<file path="config.mk">
export PLATFORM = sky130hd
export DESIGN_NAME = id_ctrl_pipe
export DESIGN_NICKNAME = d
export VERILOG_FILES = /design/src/rtl/id_ctrl_pipe.sv
export SDC_FILE = /design/constraint.sdc
export NUM_CORES = 1
export LEC_CHECK = 0
export CAP_MARGIN = 10
export CORE_UTILIZATION = 62
export DETAILED_ROUTE_END_ITERATION = 8
export DONT_BUFFER_PORTS = 1
export PLACE_DENSITY = 0.88
export SLEW_MARGIN = 10
export SYNTH_ARGS = -nofsm -noshare
export SYNTH_HDL_FRONTEND = slang
export SYNTH_SLANG_ARGS = --single-unit
</file>
<file path="constraint.sdc">
create_clock -name clk -period 5 [get_ports clk]
set_clock_uncertainty 0.05 [all_clocks]
set_input_delay 1.5 -clock clk [delete_from_list [all_inputs] [get_ports clk]]
set_output_delay 1.5 -clock clk [all_outputs]
set_load 0.01 [all_outputs]
</file>
<file path="src/rtl/id_ctrl_pipe.sv">
// id_ctrl_pipe: instruction-decode control stage with hazard detection and
// HLT drain sequencing. Decodes the fetched instruction, detects read-after-
// write hazards against the EX (and, without forwarding, MEM) writers,
// inserts bubbles, and walks RUN -> DRAIN -> HALTED after a HLT.
//
// Optional feature macro: ID_CTRL_FWD_EN
//   defined   : forwarding exists downstream, so only load-use stalls.
//   undefined : stall on any match against the EX or MEM writer.
//
// Opcode map (if_instr[INSTR_W-1 -: 4]):
//   0 ADD  1 ADDZ 2 SUB  3 AND  4 NOR  5 SLL  6 SRL  7 SRA
//   8 LW   9 SW   A LHB  B LLB  C B    D JAL  E JR   F HLT
// ALU op codes (ex_aluOp):
//   0 ADD  1 ADDZ 2 SUB  3 AND  4 NOR  5 SLL  6 SRL  7 SRA
//   8 LHB  9 LLB  F NOP.  LW/SW use ADD for address generation;
//   B, JAL, JR and HLT carry NOP.
module id_ctrl_pipe #(
    parameter int INSTR_W  = 16,
    parameter int RA_W     = 4,
    parameter int LINK_REG = 15,
    parameter int DRAIN    = 3
) (
    input  logic               clk,
    input  logic               rst_n,
    input  logic               if_valid,
    input  logic [INSTR_W-1:0] if_instr,
    input  logic               ex_flush,
    input  logic               mem_wrRegEn,
    input  logic [RA_W-1:0]    mem_wrReg,
    output logic               id_stall,
    output logic               ex_valid,
    output logic               ex_wrRegEn,
    output logic               ex_memRd,
    output logic               ex_memWr,
    output logic               ex_sawBr,
    output logic               ex_sawJ,
    output logic               ex_hlt,
    output logic               ex_rdEn1,
    output logic               ex_rdEn2,
    output logic [RA_W-1:0]    ex_rdReg1,
    output logic [RA_W-1:0]    ex_rdReg2,
    output logic [RA_W-1:0]    ex_wrReg,
    output logic [3:0]         ex_aluOp,
    output logic [3:0]         ex_shAmt,
    output logic               halted
);

    localparam logic [3:0] OP_ADD  = 4'h0, OP_ADDZ = 4'h1, OP_SUB = 4'h2, OP_AND = 4'h3;
    localparam logic [3:0] OP_NOR  = 4'h4, OP_SLL  = 4'h5, OP_SRL = 4'h6, OP_SRA = 4'h7;
    localparam logic [3:0] OP_LW   = 4'h8, OP_SW   = 4'h9, OP_LHB = 4'hA, OP_LLB = 4'hB;
    localparam logic [3:0] OP_B    = 4'hC, OP_JAL  = 4'hD, OP_JR  = 4'hE, OP_HLT = 4'hF;

    localparam logic [3:0] ALU_ADD = 4'h0, ALU_ADDZ = 4'h1, ALU_SUB = 4'h2, ALU_AND = 4'h3;
    localparam logic [3:0] ALU_NOR = 4'h4, ALU_SLL  = 4'h5, ALU_SRL = 4'h6, ALU_SRA = 4'h7;
    localparam logic [3:0] ALU_LHB = 4'h8, ALU_LLB  = 4'h9, ALU_NOP = 4'hF;

    localparam logic [RA_W-1:0] LINK_ADDR = LINK_REG[RA_W-1:0];
    localparam logic [3:0]      DRAIN_CNT = DRAIN[3:0];

    typedef enum logic [1:0] {
        ST_RUN,
        ST_DRAIN,
        ST_HALTED
    } state_t;

    state_t            state_q;
    logic [3:0]        cnt_q;
    logic              halted_q;
    logic              ex_valid_q, ex_wr_en_q, ex_mem_rd_q, ex_mem_wr_q;
    logic              ex_saw_br_q, ex_saw_j_q, ex_hlt_q, ex_rd_en1_q, ex_rd_en2_q;
    logic [RA_W-1:0]   ex_rd_reg1_q, ex_rd_reg2_q, ex_wr_reg_q;
    logic [3:0]        ex_alu_op_q, ex_sh_amt_q;

    // ---------------------------------------------------------------
    // Combinational decode of the instruction sitting in IF/ID
    // ---------------------------------------------------------------
    logic [3:0]        opcode;
    logic              op_hlt, op_llb, op_b, op_jal, op_jr, op_sw, op_lw, op_lhb;
    logic              dec_rd_en1, dec_rd_en2, dec_wr_en;
    logic [RA_W-1:0]   dec_rd_reg1, dec_rd_reg2, dec_wr_reg;
    logic [3:0]        dec_alu_op, dec_sh_amt;

    assign opcode = if_instr[INSTR_W-1 -: 4];
    assign op_hlt = (opcode == OP_HLT);
    assign op_llb = (opcode == OP_LLB);
    assign op_b   = (opcode == OP_B);
    assign op_jal = (opcode == OP_JAL);
    assign op_jr  = (opcode == OP_JR);
    assign op_sw  = (opcode == OP_SW);
    assign op_lw  = (opcode == OP_LW);
    assign op_lhb = (opcode == OP_LHB);

    assign dec_rd_en1  = !(op_hlt || op_llb || op_b || op_jal);
    assign dec_rd_en2  = (opcode == OP_ADD) || (opcode == OP_ADDZ) || (opcode == OP_SUB) ||
                         (opcode == OP_AND) || (opcode == OP_NOR);
    assign dec_wr_en   = !(op_hlt || op_sw || op_b || op_jr);
    // LHB and SW read the register named in the destination field
    assign dec_rd_reg1 = (op_lhb || op_sw) ? if_instr[8 +: RA_W] : if_instr[4 +: RA_W];
    assign dec_rd_reg2 = if_instr[0 +: RA_W];
    assign dec_wr_reg  = op_jal ? LINK_ADDR : if_instr[8 +: RA_W];
    assign dec_sh_amt  = if_instr[3:0];

    // ALU operation select per opcode
    always_comb begin
        dec_alu_op = ALU_NOP;
        case (opcode)
            OP_ADD:  dec_alu_op = ALU_ADD;
            OP_ADDZ: dec_alu_op = ALU_ADDZ;
            OP_SUB:  dec_alu_op = ALU_SUB;
            OP_AND:  dec_alu_op = ALU_AND;
            OP_NOR:  dec_alu_op = ALU_NOR;
            OP_SLL:  dec_alu_op = ALU_SLL;
            OP_SRL:  dec_alu_op = ALU_SRL;
            OP_SRA:  dec_alu_op = ALU_SRA;
            OP_LW:   dec_alu_op = ALU_ADD;
            OP_SW:   dec_alu_op = ALU_ADD;
            OP_LHB:  dec_alu_op = ALU_LHB;
            OP_LLB:  dec_alu_op = ALU_LLB;
            default: dec_alu_op = ALU_NOP;
        endcase
    end

    // ---------------------------------------------------------------
    // Hazard detection; register 0 is hard-wired and never matches
    // ---------------------------------------------------------------
    logic ex_hit, hazard, hz_stall;

    assign ex_hit = ex_valid_q && ex_wr_en_q && (ex_wr_reg_q != '0) &&
                    ((dec_rd_en1 && (dec_rd_reg1 == ex_wr_reg_q)) ||
                     (dec_rd_en2 && (dec_rd_reg2 == ex_wr_reg_q)));

`ifdef ID_CTRL_FWD_EN
    // Forwarding covers everything except a value still being loaded
    logic unused_mem_writer;
    assign unused_mem_writer = ^{mem_wrRegEn, mem_wrReg};
    assign hazard = ex_hit && ex_mem_rd_q;
`else
    logic mem_hit;
    assign mem_hit = mem_wrRegEn && (mem_wrReg != '0) &&
                     ((dec_rd_en1 && (dec_rd_reg1 == mem_wrReg)) ||
                      (dec_rd_en2 && (dec_rd_reg2 == mem_wrReg)));
    assign hazard = ex_hit || mem_hit;
`endif

    assign hz_stall = if_valid && hazard && (state_q == ST_RUN);

    // Flush overrides hazard and drain stalls; HALTED holds regardless
    assign id_stall = (state_q == ST_HALTED) ||
                      (!ex_flush && ((state_q == ST_DRAIN) || hz_stall));

    // ID/EX register, drain counter and RUN/DRAIN/HALTED sequencing
    always_ff @(posedge clk or negedge rst_n) begin
        if (!rst_n) begin
            state_q      <= ST_RUN;
            cnt_q        <= '0;
            halted_q     <= 1'b0;
            ex_valid_q   <= 1'b0;
            ex_wr_en_q   <= 1'b0;
            ex_mem_rd_q  <= 1'b0;
            ex_mem_wr_q  <= 1'b0;
            ex_saw_br_q  <= 1'b0;
            ex_saw_j_q   <= 1'b0;
            ex_hlt_q     <= 1'b0;
            ex_rd_en1_q  <= 1'b0;
            ex_rd_en2_q  <= 1'b0;
            ex_rd_reg1_q <= '0;
            ex_rd_reg2_q <= '0;
            ex_wr_reg_q  <= '0;
            ex_alu_op_q  <= ALU_NOP;
            ex_sh_amt_q  <= '0;
        end else begin
            // Bubble unless an instruction is accepted below
            ex_valid_q   <= 1'b0;
            ex_wr_en_q   <= 1'b0;
            ex_mem_rd_q  <= 1'b0;
            ex_mem_wr_q  <= 1'b0;
            ex_saw_br_q  <= 1'b0;
            ex_saw_j_q   <= 1'b0;
            ex_hlt_q     <= 1'b0;
            ex_rd_en1_q  <= 1'b0;
            ex_rd_en2_q  <= 1'b0;
            ex_rd_reg1_q <= '0;
            ex_rd_reg2_q <= '0;
            ex_wr_reg_q  <= '0;
            ex_alu_op_q  <= ALU_NOP;
            ex_sh_amt_q  <= '0;
            case (state_q)
                ST_RUN: begin
                    if (if_valid && !ex_flush && !hz_stall) begin
                        ex_valid_q   <= 1'b1;
                        ex_wr_en_q   <= dec_wr_en;
                        ex_mem_rd_q  <= op_lw;
                        ex_mem_wr_q  <= op_sw;
                        ex_saw_br_q  <= op_b;
                        ex_saw_j_q   <= op_jal || op_jr;
                        ex_hlt_q     <= op_hlt;
                        ex_rd_en1_q  <= dec_rd_en1;
                        ex_rd_en2_q  <= dec_rd_en2;
                        ex_rd_reg1_q <= dec_rd_reg1;
                        ex_rd_reg2_q <= dec_rd_reg2;
                        ex_wr_reg_q  <= dec_wr_reg;
                        ex_alu_op_q  <= dec_alu_op;
                        ex_sh_amt_q  <= dec_sh_amt;
                        if (op_hlt) begin
                            state_q <= ST_DRAIN;
                            cnt_q   <= DRAIN_CNT;
                        end
                    end
                end
                ST_DRAIN: begin
                    if (ex_flush) begin
                        state_q <= ST_RUN;
                        cnt_q   <= '0;
                    end else if (cnt_q == '0) begin
                        state_q  <= ST_HALTED;
                        halted_q <= 1'b1;
                    end else begin
                        cnt_q <= cnt_q - 4'd1;
                    end
                end
                ST_HALTED: begin
                    halted_q <= 1'b1;
                end
                default: begin
                    state_q <= ST_RUN;
                end
            endcase
        end
    end

    assign ex_valid   = ex_valid_q;
    assign ex_wrRegEn = ex_wr_en_q;
    assign ex_memRd   = ex_mem_rd_q;
    assign ex_memWr   = ex_mem_wr_q;
    assign ex_sawBr   = ex_saw_br_q;
    assign ex_sawJ    = ex_saw_j_q;
    assign ex_hlt     = ex_hlt_q;
    assign ex_rdEn1   = ex_rd_en1_q;
    assign ex_rdEn2   = ex_rd_en2_q;
    assign ex_rdReg1  = ex_rd_reg1_q;
    assign ex_rdReg2  = ex_rd_reg2_q;
    assign ex_wrReg   = ex_wr_reg_q;
    assign ex_aluOp   = ex_alu_op_q;
    assign ex_shAmt   = ex_sh_amt_q;
    assign halted     = halted_q;

endmodule

</file>
Yosys cells after proc, flatten, opt, wreduce, memory -nomap -nowiden
Memories as Yosys holds them, arrays and structs flattened.
Index checks and enable logic that the tools add are counted.
{"block": "classes", "addsub": 1, "n_eq_ne": 24, "muxes": 41, "n_bitwise": 1, "reduce_logical": 45}
{"operator": "2-to-1 mux 4 bit", "count": 14}
{"operator": "== test 4 bit, second input constant", "count": 8}
{"operator": "2-to-1 mux 1 bit", "count": 20}
{"operator": "logical OR 1 bit", "count": 17}
{"operator": "== test 4 bit", "count": 4}
{"operator": "logical AND 1 bit", "count": 14}
{"operator": "== test 4 x 2 -> 1 bit, second input constant", "count": 2}
{"operator": "zero test 4 bit", "count": 2}
{"operator": "2-to-1 mux 2 bit", "count": 4}
{"operator": "one-hot mux 4 bit (2 select lines)", "count": 1}
{"operator": "AND reduction 4 bit", "count": 2}
{"operator": "nonzero test 4 bit", "count": 2}
{"operator": "one-hot mux 2 bit (3 select lines)", "count": 1}
{"operator": "== test 4 x 1 -> 1 bit, second input constant", "count": 1}
{"operator": "== test 4 x 3 -> 1 bit, second input constant", "count": 1}
{"operator": "zero test 1 bit", "count": 4}
{"operator": "!= test 2 x 1 -> 1 bit, second input constant", "count": 2}
{"operator": "!= test 2 bit, second input constant", "count": 2}
{"operator": "nonzero test 2 bit", "count": 2}
{"operator": "subtractor 4 x 1 -> 4 bit, second input constant", "count": 1}
{"operator": "!= test 3 x 2 -> 1 bit, second input constant", "count": 1}
{"operator": "!= test 3 bit, second input constant", "count": 1}
{"operator": "AND reduction 3 bit", "count": 1}
{"operator": "== test 2 x 1 -> 1 bit, second input constant", "count": 1}
{"operator": "4 further kinds", "count": 4}
{"block": "word_totals", "register_bits": 32, "mem_bits_ro": 64, "out_inout_bits": 31, "wordCells": 129, "memories": 1}
{"name": "(name not given)", "words": 16, "word_bits": 4, "read_ports": 1, "rd_ports_with_merged_regs": 0, "write_ports": 0, "line_no": "106", "source": "case (opcode)"}

Longest topological paths before layout
Gate-level depths: netlist (run 1).
{"block": "logic_depth", "ltp_word": 15, "mapped_depth": 9, "ltp_nobuf": 7}

Least setup slack after synthesis (run 1)
No wires, ideal clock.
{"block": "synth_timing", "path_type": "input -> output", "start": "in if_instr[12]", "end": "out id_stall", "arrival_ns": 3.155, "required_ns": 3.450, "setup_slack_ns": 0.295, "stages": 7, "path_buffers": 1, "cell_sequence": "buf_4 xor2_4 and3_4 or3_1 a211o_1 o211a_4 o31ai_4"}
{"block": "synth_between", "elab_chain_cells": 14, "word_cells_on_any_way": 37, "cone_classes": "12 x eq/ne; 1 x mux; 24 x reduce/logical"}
{"item": "start: declaration", "line_no": "26", "source": "input logic [INSTR_W-1:0] if_instr,"}
{"item": "parallel branches: the longest is 8 deep, another holds == test 4 bit"}
{"item": "logical OR 1 bit *", "line_no": "142", "source": "assign hazard = ex_hit || mem_hit;"}
{"item": "logical AND 1 bit * (2 in series)", "line_no": "145", "source": "assign hz_stall = if_valid && hazard && (state_q == ST_RUN);"}
{"item": "logical OR 1 bit *", "line_no": "149", "source": "(!ex_flush && ((state_q == ST_DRAIN) || hz_stall));"}
{"item": "logical AND 1 bit *", "line_no": "149"}
{"item": "logical OR 1 bit *", "line_no": "148", "source": "assign id_stall = (state_q == ST_HALTED) ||"}
{"item": "end: declaration", "line_no": "30", "source": "output logic id_stall,"}
Mark *: on every way between the ends.

Final worst setup path (run 1)
{"block": "layout_timing", "start": "in if_instr[14]", "end": "out id_stall"}
Same word-level chain as after synthesis.

==> results of run 1 <==
## where the power goes
group | switching [mW] | internal, mW | leakage, nW
clock network | 0.0888 | 0.0668 | 0.0380
registers | 0.00211 | 0.261 | 0.413
logic | 0.0268 | 0.0215 | 0.348
## kinds of logic (layout without fill, tap and decap cells)
group / count (synthesis) / count (layout) / synth area share [%]
AOI/OAI and AO/OA: 46 / 46 / 18.6
xor gates and xnor gates: 13 / 13 / 7.50
adders and majority gates: 2 / 2 / 1.34
buffers and inverters: 21 / 17 / 6.90
DFF: 32 / 32 / 43.1
and+or+nand+nor: 79 / 79 / 22.5
## flip-flops by register name, indices dropped and copies added (netlist names)
| register | flops |
|---|---|
| ex_wrRegEn | 1 |
| ex_memWr | 1 |
| ex_rdEn2 | 1 |
| ex_hlt | 1 |
| ex_sawBr | 1 |
| ex_sawJ | 1 |
| ex_rdReg1 | 4 |
| ex_wrReg | 4 |
| ex_memRd | 1 |
| halted | 1 |
| ex_valid | 1 |
| ex_rdEn1 | 1 |
| ex_shAmt | 4 |
| cnt_q | 4 |
| state_q | 2 |
| ex_aluOp | 4 |
## Yosys cell counts (all sizes together)
library cell | count | area [um2]
a311o | 1 | 10.0
a211oi | 4 | 30.0
a2111oi | 2 | 17.5
o21bai | 2 | 15.0
clkbuf | 3 | 12.5
nand4 | 5 | 31.3
a31oi | 1 | 6.26
nand2b | 7 | 43.8
or3b | 1 | 8.76
a211o | 1 | 8.76
nor2b | 1 | 6.26
xor2 | 3 | 45.1
and2 | 1 | 6.26
and3 | 8 | 55.1
nand2 | 12 | 45.0
a21oi | 5 | 25.0
xnor2 | 10 | 95.1
o31ai | 3 | 36.3
o211a | 1 | 17.5
and2b | 1 | 10.0
a21boi | 1 | 7.51
nand3 | 5 | 25.0
or4 | 2 | 15.0
o2111ai | 2 | 23.8
o21ai | 14 | 70.1
o41ai | 1 | 8.76
nor4 | 4 | 25.0
dfstp | 4 | 105
ha | 2 | 25.0
nor3 | 11 | 55.1
dfrtp | 28 | 701
a32oi | 1 | 8.76
o211ai | 2 | 28.8
o22ai | 3 | 18.8
or2 | 3 | 18.8
inv | 9 | 33.8
a21o | 2 | 15.0
buf | 9 | 82.6
nor2 | 15 | 56.3
or3 | 3 | 18.8
## worst max-delay path: cells and delay by family
family | cells | cell delay [ps]
AOI/OAI and AO/OA | 5 | 1560
and+or+nand+nor | 1 | 260
## final timing paths
path                              startpoint           to  slack, ps  depth (start not counted)
worst max-delay path            if_instr[14]     id_stall        130                          6
worst min-delay path                  halted       halted        500                          1
worst max register to register   ex_wrReg[3]   ex_wrRegEn       2790                          5
worst min register to register        halted       halted        500                          1
max in group asynchronous              rst_n  ex_aluOp[2]       3930                          0
min in group asynchronous              rst_n     ex_valid        790                          0
## stage by stage
stage	setup WS, ps	hold slack, ps	cell area, um2	power, mW
finish	130	503	1870	0.467
global route	23.0	520	1870	0.484
CTS	229	502	1870	0.468
detailed placement	243	474	1810	0.315
global placement	325	456	1810	0.314
floorplan	295	434	1870	0.314
## layout make-up
type,instances,area [um2],area share (%)
clock inverters,2,10.0,0.534
clock buffers,6,51.3,2.74
inverters,9,33.8,1.80
well taps,31,38.8,2.07
flip-flops and latches,32,806,43.0
multi-input cells,140,933,49.8
## layer usage
layer	GRT usage [%]	routed length, um	share of wire [%]	vias to the layer above
met1	34.9	1670	40	696
met4	12.2	114	2.7	0
li1	-	-	-	679
met5	0	0	0	-
met2	43.7	1980	47	95
met3	10.4	452	11	14
==> flow_summary.json, run 1 <==
{
  "cts.htree.levels": 2,
  "worstMarginPinSlew_ps": 796,
  "clock_latency_ps": 340,
  "crit_path_end_kind": "output pin",
  "wl_mm": 4.22,
  "nNetsFinal": 215,
  "core_region_area_um2": 2810,
  "max_stage_delay_ps": 440,
  "rsz0062_at_grt": "no",
  "relSlewSlack_pct": 46.5,
  "dieWidth_um": 56.9,
  "cellLeakagePower_nw": 0.799,
  "final_common_cell": "dfrtp_1",
  "drtIter0Drc": 90,
  "finalSetupViolCount": 0,
  "dp_cells": 212,
  "cts_sinks": 32,
  "grt_max_degree": 33,
  "cts_buffers": 5,
  "irDropWorstVdd_v": 0.000260,
  "place.gp.congestion": 0.962,
  "syn_nets": 220,
  "run_status": "complete, but fails checks",
  "synth_cell_types": 49,
  "max_cap_viol_count": 0,
  "wl_per_cell_um": 19.2,
  "critPathLaunchType": "input port",
  "min_path_type": "reg -> reg",
  "fmax_mhz": 205,
  "die_h_um": 56.9,
  "netlist_instances": 193,
  "synth-warning-count": 0,
  "fillerInstances": 225,
  "hold_viol_final": 0,
  "worstPathCellList": "nand2b_1 -> a311o_1 -> a2111oi_0 -> o21ai_1 -> o211a_4 -> o31ai_4",
  "ios": 56,
  "grt_pass1_wl_mm": 6.80,
  "first_global_vias": 1509,
  "die-area_um2": 3240,
  "synth-seq-cells": 32,
  "final_cell_mix": "dfrtp_1 (28), nor2_1 (15), o21ai_0 (13)",
  "post-route-util_pct": 66.8,
  "rows": 19,
  "critPathRequiredTime_ps": 3450,
  "hpwl_mm": 3.18,
  "ys_seq_area_share_pct": 43.1,
  "power_density_nw_per_um2": 249,
  "setup_tns_ps": 0,
  "floorplan.initialDensity_pct": 66.6,
  "cp_max_fo": 9,
  "io_buffers": 0,
  "cts_tree": "built",
  "dr.pass1.iters": 6,
  "syn_area_per_cell_um2": 9.68,
  "instances_no_fill": 220,
  "drc": 10,
  "antennaDiodeCount": 0,
  "grt_usage_pct": 28.1,
  "cts_resized": 0,
  "vias": 1484,
  "grt-ovfl-total": 0,
  "violations": "DRC",
  "period_needed_ps": 4870,
  "cp_slowest_cell": "a2111oi_0",
  "final_max_slew_viol_count": 0,
  "syn_to_final_growth_pct": 0.268,
  "routed_via_density": 6.75,
  "path_class": "in -> out",
  "post-cts-setup-buffers": 0,
  "clk_pin_slew_worst_paths_ps": 90,
  "cts-hold-fix-buffers": 0,
  "syn-cell-area_um2": 1870,
  "antenna_found_initial": 0,
  "clk_path_buf_depth": 2,
  "critPathArrivalTime_ps": 3320,
  "fin_crit_sh_pct": 97.4,
  "drive_gt1_share_pct": 12.7,
  "postRouteAntennaNets": 0,
  "root_buffer": "clkbuf_4"
}
No activity file was read; power rests on OpenSTA's default activity.
==> run 2, diff against run 1 <==
- CORE_UTILIZATION: 62 -> 60
- PLACE_DENSITY: 0.88 -> 0.86
==> flow_summary.json, run 2 (same netlist as run 1, synthesis figures left out) <==
{
  "design_area_um2": 1890,
  "drive_gt1_share_pct": 12.7,
  "reg2reg_depth": 5,
  "fmax_mhz": 211,
  "grt_pass1_wl_mm": 7.49,
  "irDropWorstVdd_v": 0.000151,
  "clock_latency_ps": 340,
  "cts_sinks": 32,
  "routed_via_density": 6.87,
  "wl_per_cell_um": 20.9,
  "clk_path_buf_depth": 2,
  "postRouteAntennaNets": 0,
  "clk_pin_slew_worst_paths_ps": 110,
  "critPathRequiredTime_ps": 3450,
  "dp_cells": 212,
  "instances_no_fill": 220,
  "critPathArrivalTime_ps": 3200,
  "grt-ovfl-total": 0,
  "power_density_nw_per_um2": 270,
  "cts_buffers": 5,
  "final_cell_mix": "dfrtp_1 (28), nor2_1 (15), o21ai_0 (13)",
  "critPathLaunchType": "input port",
  "cts_resized": 0,
  "vias": 1512,
  "hpwl_mm": 3.34,
  "grt_usage_pct": 30.6,
  "rsz0062_at_grt": "no",
  "io_buffers": 0,
  "finalPower_uw": 510,
  "die-area_um2": 3340,
  "drtIter0Drc": 104,
  "relSlewSlack_pct": 49.5,
  "hold_viol_final": 0,
  "floorplan.initialDensity_pct": 65.5,
  "drc": 5,
  "cts-hold-fix-buffers": 0,
  "antennaDiodeCount": 0,
  "fillerInstances": 228,
  "nNetsFinal": 215,
  "worstMarginPinSlew_ps": 752,
  "dieWidth_um": 57.8,
  "hold_depth": 2,
  "multi_input_area_um2": 933,
  "period_needed_ps": 4750,
  "cts_tree": "built",
  "die_h_um": 57.8,
  "min_path_type": "reg -> reg",
  "syn_to_final_growth_pct": 1.27,
  "ios": 56,
  "placed_area_um2": 1810,
  "place.gp.congestion": 0.936,
  "antenna_found_initial": 0,
  "root_buffer": "clkbuf_4",
  "final_max_slew_viol_count": 0,
  "cp_max_fo": 9,
  "run_status": "complete, but fails checks",
  "finalSetupViolCount": 0,
  "cellLeakagePower_nw": 0.802,
  "max_cap_viol_count": 0,
  "cts.htree.levels": 2,
  "post-cts-setup-buffers": 0,
  "first_global_vias": 1464,
  "rows": 19,
  "dp_slack_ps": 301,
  "ff_latch_area_um2": 806,
  "wl_mm": 4.60,
  "setup_tns_ps": 0,
  "grt_max_degree": 33,
  "final_common_cell": "dfrtp_1",
  "path_class": "in -> out",
  "crit_path_end_kind": "output pin",
  "core_region_area_um2": 2850,
  "dr.pass1.iters": 7,
  "violations": "DRC",
  "finalWorstSetupSlack_ps": 254,
  "fin_crit_sh_pct": 94.9
}
-- run 2: critical path, cell delays in order --
cell       delay, ps
nand2b_1         240
a311o_1          390
a2111oi_0        380
o21ai_1          220
o211a_4          230
o31ai_4          230
-- run 2: worst paths after layout --
path	startpoint	end	slack, ps
setup / recovery	if_instr[14]	id_stall	250
max in group asynchronous	rst_n	ex_aluOp[1]	3920
min in group asynchronous	rst_n	ex_rdReg1[0]	790
setup reg to reg	ex_wrReg[3]	ex_wrRegEn	2790
hold reg to reg	cnt_q[3]	cnt_q[3]	500
hold / removal	cnt_q[3]	cnt_q[3]	500
-- run 2: through the flow --
step	utilization [%]	hold slack, ps
3_3_place_gp	63.5	456
6_report	66.3	503
4_1_cts	66.3	508
3_5_place_dp	63.5	482
2_1_floorplan	-	434
5_1_grt	66.3	529
-- run 2: area by class of cell --
class | instances | area share (%)
clock buffer | 5 | 1.98
multi-input combinational | 140 | 49.3
inverter | 9 | 1.79
sequential | 32 | 42.6
clock inverter | 3 | 2.25
tap | 31 | 2.05
-- run 2: routing by layer --
layer / routed length [um] / up-vias / track usage [%]
li1: - / 678 / -
met1: 1980 / 724 / 42.2
met3: 392 / 15 / 10.0
met5: 0 / - / 0
met2: 2110 / 95 / 45.0
met4: 115 / 0 / 11.6
-- run 2: where the power goes --
group	leakage [nW]	switching [mW]	internal [mW]
Sequential	0.413	0.00215	0.261
Combinational	0.348	0.0269	0.0215
Clock	0.0412	0.0948	0.104
==> run 3, diff against run 2 <==
- MAX_ROUTING_LAYER: default -> met4
==> flow_summary.json, run 3 (same netlist as run 1, synthesis figures left out) <==
{
  "run_status": "complete, but fails checks",
  "violations": "DRC",
  "instances_no_fill": 220,
  "cts_tree": "built",
  "rows": 19,
  "vias": 1538,
  "final_max_slew_viol_count": 0,
  "relSlewSlack_pct": 57.8,
  "post-cts-setup-buffers": 0,
  "dp_cells": 212,
  "cts_resized": 0,
  "nNetsFinal": 215,
  "ff_latch_area_um2": 806,
  "cts_sinks": 32,
  "root_buffer": "clkbuf_4",
  "hpwl_mm": 3.18,
  "period_needed_ps": 4910,
  "cp_max_fo": 9,
  "die_h_um": 57.8,
  "critPathRequiredTime_ps": 3450,
  "dr.pass1.iters": 7,
  "gr-usage-met3_pct": 10.0,
  "max_cap_viol_count": 0,
  "antenna_found_initial": 0,
  "clock_latency_ps": 340,
  "fillerInstances": 212,
  "irDropWorstVdd_v": 0.000156,
  "postRouteAntennaNets": 0,
  "finalPower_uw": 507,
  "placed_area_um2": 1810,
  "rsz0062_at_grt": "no",
  "clk_pin_slew_worst_paths_ps": 100,
  "setup_tns_ps": 0,
  "antennaDiodeCount": 0,
  "clk_path_buf_depth": 2,
  "grt_max_degree": 33,
  "wl_per_cell_um": 19.4,
  "die-area_um2": 3340,
  "critPathArrivalTime_ps": 3360,
  "wl_mm": 4.27,
  "fmax_mhz": 204,
  "place.gp.congestion": 1.03,
  "floorplan.initialDensity_pct": 65.5,
  "grt_pass1_wl_mm": 7.06,
  "min_path_type": "reg -> reg",
  "cts-hold-fix-buffers": 0,
  "grt_most_used_layer": "met2",
  "critPathLaunchType": "input port",
  "syn_to_final_growth_pct": 1.27,
  "drc": 5,
  "core_region_area_um2": 2850,
  "fin_crit_sh_pct": 98.1,
  "power_density_nw_per_um2": 268,
  "rrSetupSlack_ps": 2750,
  "worstMarginPinSlew_ps": 628,
  "io_buffers": 0,
  "met1_usage_pct": 35.5,
  "final_cell_mix": "dfrtp_1 (28), nor2_1 (15), o21ai_0 (13)",
  "hold_viol_final": 0,
  "ios": 56,
  "dieWidth_um": 57.8,
  "grt_usage_pct": 29.2,
  "grt-ovfl-total": 0,
  "first_global_vias": 1493,
  "design_area_um2": 1890,
  "cts.htree.levels": 2,
  "cellLeakagePower_nw": 0.802,
  "final_common_cell": "dfrtp_1",
  "drtIter0Drc": 118,
  "routed_via_density": 6.99,
  "cts_buffers": 5,
  "grtUsageMet2_pct": 43.5,
  "crit_path_end_kind": "output pin",
  "finalSetupViolCount": 0,
  "path_class": "in -> out",
  "drive_gt1_share_pct": 12.7,
  "multi_input_area_um2": 933
}
==> run 3: cell counts in the layout (fill, tap and decap cells not counted) <==
Identical to the previous run, type by type.
==> run 3: per-stage QoR <==
stage	utilization (%)	hold slack, ps	setup slack [ps]
after detailed placement	63.5	482	97.9
after global placement	63.5	454	338
after floorplan	-	434	295
final	66.3	495	92.7
after CTS	66.3	499	103
after global routing	66.3	538	30.0
==> run 3: per-layer routing <==
layer | routed length [um] | vias to the layer above
li1 | - | 681
met2 | 2050 | 106
met4 | 116 | 0
met1 | 1660 | 729
met3 | 437 | 22
met5 | 0 | -
==> run 3: worst paths after layout <==
kind	start	to	cells after the start
min	cnt_q[2]	cnt_q[2]	1
min in group asynchronous	rst_n	ex_wrReg[3]	0
max reg2reg	ex_wrReg[3]	ex_wrRegEn	5
max in group asynchronous	rst_n	ex_aluOp[1]	0
max	if_instr[14]	id_stall	6
min reg2reg	cnt_q[2]	cnt_q[2]	1
==> run 3: critical path, stage by stage <==
cell       delay (ps)
nand2b_1          250
a311o_1           400
a2111oi_0         440
o21ai_1           270
o211a_4           250
o31ai_4           230
==> run 3: cell type report <==
cell class                      count  area share, %
Multi-Input combinational cell    140           49.3
Sequential cell                    32           42.6
Clock inverter                      3           2.25
Tap cell                           31           2.05
Clock buffer                        5           1.98
Inverter                            9           1.79
==> run 3: report_power, final <==
group          switching, mW  leakage, nW  internal (mW)
Combinational         0.0273        0.348         0.0215
Sequential           0.00209        0.413          0.261
Clock                 0.0908       0.0412          0.104
